`src/rtl/inst_encoder.sv`:
```
// inst_encoder: packs decoded RISC-V fields into 32-bit instruction words,
// range-checks immediates and expands the li pseudo-instruction.
//
// Handshake: a request transfers on a rising edge where req_valid && req_ready;
// a word transfers on a rising edge where inst_valid && inst_ready. While
// inst_valid is high and inst_ready is low, inst_code and inst_valid hold.
// req_ready is high only in IDLE and only while reset is low.
module inst_encoder (
  input  logic        clk,
  input  logic        reset,
  input  logic        req_valid,
  output logic        req_ready,
  input  logic [2:0]  req_fmt,
  input  logic [4:0]  req_rd,
  input  logic [4:0]  req_rs1,
  input  logic [4:0]  req_rs2,
  input  logic [2:0]  req_funct3,
  input  logic [31:0] req_imm,
  output logic        inst_valid,
  input  logic        inst_ready,
  output logic [31:0] inst_code,
  output logic        err,
  output logic [1:0]  dbg_state
);

  typedef enum logic [1:0] {
    ST_IDLE    = 2'd0,
    ST_EMIT    = 2'd1,
    ST_EMIT_HI = 2'd2
  } state_t;

  localparam logic [2:0] FMT_LOAD   = 3'd0;
  localparam logic [2:0] FMT_STORE  = 3'd1;
  localparam logic [2:0] FMT_BRANCH = 3'd2;
  localparam logic [2:0] FMT_OPIMM  = 3'd3;
  localparam logic [2:0] FMT_JAL    = 3'd4;
  localparam logic [2:0] FMT_JALR   = 3'd5;
  localparam logic [2:0] FMT_LI     = 3'd6;

  localparam logic [6:0] OP_LOAD   = 7'b0000011;
  localparam logic [6:0] OP_STORE  = 7'b0100011;
  localparam logic [6:0] OP_BRANCH = 7'b1100011;
  localparam logic [6:0] OP_OPIMM  = 7'b0010011;
  localparam logic [6:0] OP_JAL    = 7'b1101111;
  localparam logic [6:0] OP_JALR   = 7'b1100111;
  localparam logic [6:0] OP_LUI    = 7'b0110111;

  state_t      r_state;
  state_t      w_state_nxt;
  logic        r_inst_valid;
  logic        w_valid_nxt;
  logic [31:0] r_inst_code;
  logic [31:0] w_code_nxt;
  logic [31:0] r_lo_word;
  logic [31:0] w_lo_nxt;
  logic        r_err;
  logic        w_err_nxt;

  logic        w_fits12;
  logic        w_fits13;
  logic        w_fits21;
  logic [19:0] w_hi;
  logic [31:0] w_first;
  logic [31:0] w_second;
  logic        w_ok;
  logic        w_two;

  assign req_ready  = (r_state == ST_IDLE) && !reset;
  assign inst_valid = r_inst_valid;
  assign inst_code  = r_inst_code;
  assign err        = r_err;
  assign dbg_state  = r_state;

  // Encode the presented request: legality, first word and optional ADDI word.
  always_comb begin
    // Signed range checks reduce to "all bits above the field are copies of the sign".
    w_fits12 = (req_imm[31:11] == 21'd0) || (req_imm[31:11] == {21{1'b1}});
    w_fits13 = (req_imm[31:12] == 20'd0) || (req_imm[31:12] == {20{1'b1}});
    w_fits21 = (req_imm[31:20] == 12'd0) || (req_imm[31:20] == {12{1'b1}});
    // (imm + 0x800) >> 12: the +0x800 carries into bit 12 exactly when imm[11] is set.
    w_hi     = req_imm[31:12] + {19'd0, req_imm[11]};
    w_first  = '0;
    w_second = '0;
    w_ok     = 1'b0;
    w_two    = 1'b0;
    case (req_fmt)
      FMT_LOAD: begin
        w_ok    = w_fits12;
        w_first = {req_imm[11:0], req_rs1, req_funct3, req_rd, OP_LOAD};
      end
      FMT_OPIMM: begin
        w_ok    = w_fits12;
        w_first = {req_imm[11:0], req_rs1, req_funct3, req_rd, OP_OPIMM};
      end
      FMT_JALR: begin
        w_ok    = w_fits12;
        w_first = {req_imm[11:0], req_rs1, 3'b000, req_rd, OP_JALR};
      end
      FMT_STORE: begin
        w_ok    = w_fits12;
        w_first = {req_imm[11:5], req_rs2, req_rs1, req_funct3, req_imm[4:0], OP_STORE};
      end
      FMT_BRANCH: begin
        w_ok    = w_fits13 && !req_imm[0];
        w_first = {req_imm[12], req_imm[10:5], req_rs2, req_rs1, req_funct3,
                   req_imm[4:1], req_imm[11], OP_BRANCH};
      end
      FMT_JAL: begin
        w_ok    = w_fits21 && !req_imm[0];
        w_first = {req_imm[20], req_imm[10:1], req_imm[11], req_imm[19:12], req_rd, OP_JAL};
      end
      FMT_LI: begin
        w_ok = 1'b1;
        if (w_fits12) begin
          w_first = {req_imm[11:0], 5'd0, 3'b000, req_rd, OP_OPIMM};
        end else begin
          w_first = {w_hi, req_rd, OP_LUI};
          if (req_imm[11:0] != 12'd0) begin
            w_two    = 1'b1;
            w_second = {req_imm[11:0], req_rd, 3'b000, req_rd, OP_OPIMM};
          end
        end
      end
      default: w_ok = 1'b0;
    endcase
  end

  // Next-state and next-output logic of the emit FSM.
  always_comb begin
    w_state_nxt = r_state;
    w_valid_nxt = r_inst_valid;
    w_code_nxt  = r_inst_code;
    w_lo_nxt    = r_lo_word;
    w_err_nxt   = 1'b0;
    case (r_state)
      ST_IDLE: begin
        if (req_valid) begin
          if (w_ok) begin
            w_valid_nxt = 1'b1;
            w_code_nxt  = w_first;
            if (w_two) begin
              w_lo_nxt    = w_second;
              w_state_nxt = ST_EMIT_HI;
            end else begin
              w_state_nxt = ST_EMIT;
            end
          end else begin
            w_err_nxt = 1'b1;
          end
        end
      end
      ST_EMIT: begin
        if (inst_ready) begin
          w_valid_nxt = 1'b0;
          w_state_nxt = ST_IDLE;
        end
      end
      ST_EMIT_HI: begin
        if (inst_ready) begin
          w_code_nxt  = r_lo_word;
          w_state_nxt = ST_EMIT;
        end
      end
      default: begin
        w_valid_nxt = 1'b0;
        w_state_nxt = ST_IDLE;
      end
    endcase
  end

  // State and output registers; reset discards any pending or queued word.
  always_ff @(posedge clk) begin
    if (reset) begin
      r_state      <= ST_IDLE;
      r_inst_valid <= 1'b0;
      r_inst_code  <= '0;
      r_lo_word    <= '0;
      r_err        <= 1'b0;
    end else begin
      r_state      <= w_state_nxt;
      r_inst_valid <= w_valid_nxt;
      r_inst_code  <= w_code_nxt;
      r_lo_word    <= w_lo_nxt;
      r_err        <= w_err_nxt;
    end
  end

endmodule

```
`config.mk`:
```
export PLATFORM = sky130hd
export DESIGN_NAME = inst_encoder
export DESIGN_NICKNAME = d
export VERILOG_FILES = /design/src/rtl/inst_encoder.sv
export SDC_FILE = /design/constraint.sdc
export NUM_CORES = 1
export LEC_CHECK = 0
export CAP_MARGIN = 20
export CORE_ASPECT_RATIO = 0.9
export CORE_MARGIN = 1.5
export CORE_UTILIZATION = 30
export CTS_CLUSTER_DIAMETER = 200
export DETAILED_ROUTE_END_ITERATION = 12
export GPL_ROUTABILITY_DRIVEN = 0
export PLACE_DENSITY = 0.56
export SLEW_MARGIN = 20
export SYNTH_ARGS = -nofsm -noshare
export SYNTH_HDL_FRONTEND = slang
export SYNTH_SLANG_ARGS = --single-unit
export TNS_END_PERCENT = 5
```
`constraint.sdc`:
```
create_clock -name clk -period 6.3 [get_ports clk]
set_input_delay 0.945 -clock clk [delete_from_list [all_inputs] [get_ports clk]]
set_output_delay 0.945 -clock clk [all_outputs]
set_load 0.05 [all_outputs]
```
# Word level (Yosys, flattened, before mapping)
# Index checks and enable logic that the tools add are counted.
# op_classes
n_addsub	1
eq_ne	15
mux	24
n_bitwise	3
reduce_logical	21
# op_table
op	count
$mux W32	7
$pmux W32 S7	1
$pmux W32 S2	1
$eq A21 B21 Y1 const B	1
$logic_not A21 Y1	1
$add A20 B1 Y20	1
$eq A20 B20 Y1 const B	1
$logic_not A20 Y1	1
$reduce_and A4 Y1	4
$eq A12 B12 Y1 const B	1
$logic_not A12 Y1	1
$reduce_bool A12 Y1	1
$mux W2	5
$eq A3 B3 Y1 const B	3
$ne A2 B2 Y1 const B	4
$mux W1	7
$eq A3 B2 Y1 const B	2
$pmux W2 S3	1
$pmux W1 S4	1
$reduce_or A4 Y1	1
$eq A3 B1 Y1 const B	1
$logic_and A1 B1 Y1	3
$logic_not A3 Y1	1
$logic_or A1 B1 Y1	3
other kinds (8)	11
# totals
reg_bits	68
input_bits	57
out_inout_bits	37
wordCells	69

# Longest topological paths before layout
# logic_depth
ltp_word	8
mapped_depth	10

# Worst setup path before layout
# Ideal clock, no wire load.
# synth_path
path_kind	input to output
start	input port reset
end	output port req_ready
t_arrival_ns	2.217
t_required_ns	5.355
path_slack_ns	3.138
cell_stages	2
cell_sequence	clkbuf_1 -> nor3_1
# synth_via
elab_chain_len	2
# synth_rtl
element	line	rtl
start, declared	10	input logic reset,
$logic_not A1 Y1	68	assign req_ready = (r_state == ST_IDLE) && !reset;
$logic_and A1 B1 Y1	68	
end, declared	12	output logic req_ready,
# Every way passes these cells.

# Worst setup path in the final report
# layout_path
start	input port req_fmt[0]
end	register r_state[0] (netlist: dbg_state[0])
# layout_via
elab_chain_len	6
elab_cells_between_ends	16
# layout_rtl
element	line	rtl
start, declared	13	input logic [2:0] req_fmt,
branches (longest 6 deep; another with $reduce_or A4 Y1)	-	
end signal, assigned	180	r_state <= w_state_nxt;
end, declared	48	state_t r_state;
# Several ways; the timed one is not identified. The select of a mux whose other input is x is not followed.
# A chain may end at the register's enable or synchronous reset.

==> reports/summary.txt <==
Status -> complete, no violations
Clk slew on worst S/H paths -> 60 ps
WL/cell -> 17.0 um
Placed Area -> 4340 um^2
Commonest cells after routing, fill and taps aside -> 92 x clkdlybuf4s50_1, 63 x nor2_1, 53 x dfxtp_1
Commonest non-fill, non-tap cell in the layout -> clkdlybuf4s50_1
CTS Sinks -> 53
Core area -> 10900 um^2
Flops & latches, synth -> 53
Yosys warnings -> 0
Boundary Pins -> 94
Final nets -> 556
CP Cell Sequence -> clkdlybuf4s50_1, nand2b_1, a21o_1, o31ai_2, o21ai_1, nand3_2, a22oi_1, nor2_1
Primary FF master, synth -> dfxtp_1
VDD IR-drop max -> 147 uV
Rel. slew slack -> 32.6%
Fraction of layout cells with a size suffix above 1 -> 5.24%
Lkg Pwr -> 1.46 nW
Die area -> 11900 um^2
# setup viols final -> 0
DRC -> 0
Slowest cell delay on critical path -> 930 ps
Starting DRT DRC Count -> 386
Hold_buf cts -> 0
CP endpoint kind -> flop
Mapped cell area -> 3360 um^2
Worst Tran Pin Value -> 1010 ps
CP top delay family -> simple AND/OR/NAND/NOR gates
Slowest cell on crit path -> clkdlybuf4s50_1
Highest clock rate -> 260 MHz
Antenna Violating Nets Remaining -> 0
RSZ-0062 raised after global routing -> false
Final HPWL DP -> 8180 um
Kind of critical path -> in2reg
Post-Route WL -> 11000 um
First-pass GRT wire length -> 17300 um
Endpoints failing hold -> 0
P&R area growth vs syn -> 33.7%
Post-CTS setup buffer count -> 0
CP bufs+invs -> 1
Max FO, Critical Path -> 43
Final period utilization -> 61.1%
Final setup TNS -> 0 ps
Average vias per placed instance -> 5.39
Worst hold path class -> reg2reg
Post-synthesis cell count -> 425
Unique masters post-synth -> 59
EDFF count, synth -> 0
CTS resizes -> 0
Crit path required time -> 6450 ps
Hold slack -> 454 ps
Initial antenna violation count -> 0
Final min period -> 3850 ps
Pre-antenna DRT Iters -> 5
WP data arrival -> 4000 ps
Skew final -> 6.01 ps
Vias in the first global route -> 3221
Max-cap violation count -> 0
Clk_lat worst skew -> 290 ps
Via count -> 3493
Core Rows -> 36
Clock Path Buffers -> 2
H-tree Lvls -> 2
Initial Util -> 31.0%
TritonCTS Buffers -> 5
Synth async-reset ratio -> 0%
Seq/Total Area, Yosys -> 31.5%
Die span in x -> 115 um
Final Cell Area -> 4500 um^2
Mean Syn Cell Area -> 7.92 um^2
Worst Setup Start Kind -> primary input
Grt total ovfl -> 0
Slew Viols, Final -> 0
CTS Root Cell -> clkbuf_16
Power Total -> 0.000839 W
CTS tree -> yes
Syn Nets -> 485
Tot GR Track Use -> 18.8%
I/O Buffers -> 93
Pin count of the biggest net entering global routing -> 56
# diodes -> 0
PD cells -> 187 nW/um^2
Fill count -> 1120
Die Height -> 103 um
## through the flow
| step | cells | setup slack [ps] | util [%] |
|---|---|---|---|
| after floorplan | 425 | 3140 | - |
| after global placement | 641 | 2230 | 40.0 |
| after detailed placement | 641 | 2130 | 40.0 |
| after CTS | 648 | 2410 | 41.4 |
| after global routing | 648 | 2060 | 41.4 |
| final | 648 | 2450 | 41.4 |
## power breakdown
part	total (W)	internal, W	switching, W	leakage, nW
sequential	0.000348	0.000343	0.00000458	0.429
combinational	0.000191	0.0000790	0.000112	0.955
clock	0.000301	0.000185	0.000116	0.0797
## worst register-to-register path: stages (launching register included)
cell	delay (ps)
dfxtp_1	390
inv_1	100
nor2_1	40
buf_4	240
a31oi_2	800
and2_1	330
a221oi_1	110
a211oi_1	240
## registers in the layout, indices dropped and copies added (netlist names)
| register | cells |
|---|---|
| r_lo_word | 18 |
| inst_valid | 1 |
| dbg_state | 2 |
| inst_code | 31 |
| err | 1 |
## final cells by class
| class | count | area, um^2 | share of cell area [%] |
|---|---|---|---|
| inverters | 5 | 18.8 | 0.417 |
| repair buffers | 97 | 956 | 21.2 |
| multi-input cells | 334 | 2110 | 47.0 |
| well taps | 152 | 190 | 4.23 |
| flip-flops and latches | 53 | 1060 | 23.6 |
| clock buffers | 5 | 125 | 2.78 |
| clock inverters | 2 | 35.0 | 0.779 |
## per-layer routing
layer / vias to the layer above / part of all wire [%] / global-route usage (%)
li1: 1721 / - / -
met1: 1627 / 50 / 27.8
met2: 138 / 42 / 28.9
met3: 7 / 7.0 / 2.68
met4: 0 / 1.1 / 4.33
met5: - / 0 / 0
## final timing paths
check                                     end  slack [ps]         start  cells after the start
worst max register to register  inst_code[30]        3950  dbg_state[1]                      7
worst min-delay path             inst_code[6]         450  inst_code[6]                      2
worst max-delay path             dbg_state[0]        2450    req_fmt[0]                      8
worst min register to register   inst_code[6]         450  inst_code[6]                      2
## synth_stat cells, types with 2 or more instances
master,n,area [um^2]
ha_1,3,37.5
and2_1,2,12.5
o211ai_1,4,30.0
nor2b_1,6,37.5
and3_1,4,25.0
a21oi_1,21,105
o21ai_0,15,75.1
a221o_1,4,40.0
nand3_1,17,85.1
nor3b_1,2,15.0
clkbuf_1,18,67.6
a211oi_1,16,120
nor3_2,2,20.0
nand3_2,2,20.0
xor2_1,9,78.8
a221oi_1,10,87.6
o22ai_1,3,18.8
a22oi_1,7,52.6
o221ai_1,9,78.8
xnor2_1,9,78.8
nand2_1,31,116
and4_1,4,35.0
nor3_1,20,100
inv_1,5,18.8
a31oi_1,5,31.3
dfxtp_1,53,1060
a311oi_1,4,35.0
nor2_1,63,236
buf_2,9,45.0
nand4_1,4,25.0
nand2b_1,10,62.6
buf_6,3,33.8
nor4_1,7,43.8
mux2i_1,18,180
nand3b_1,2,15.0
## cell families after synthesis
family	Yosys count	share of synthesized area (%)
compound gates	111	23.7
xor+xnor	18	4.69
fa+ha+maj	3	1.12
buf+inv	38	5.84
flops	53	31.5
mux	18	5.36
simple gates	184	27.8
Note: power is estimated with default switching activity, not from simulation.
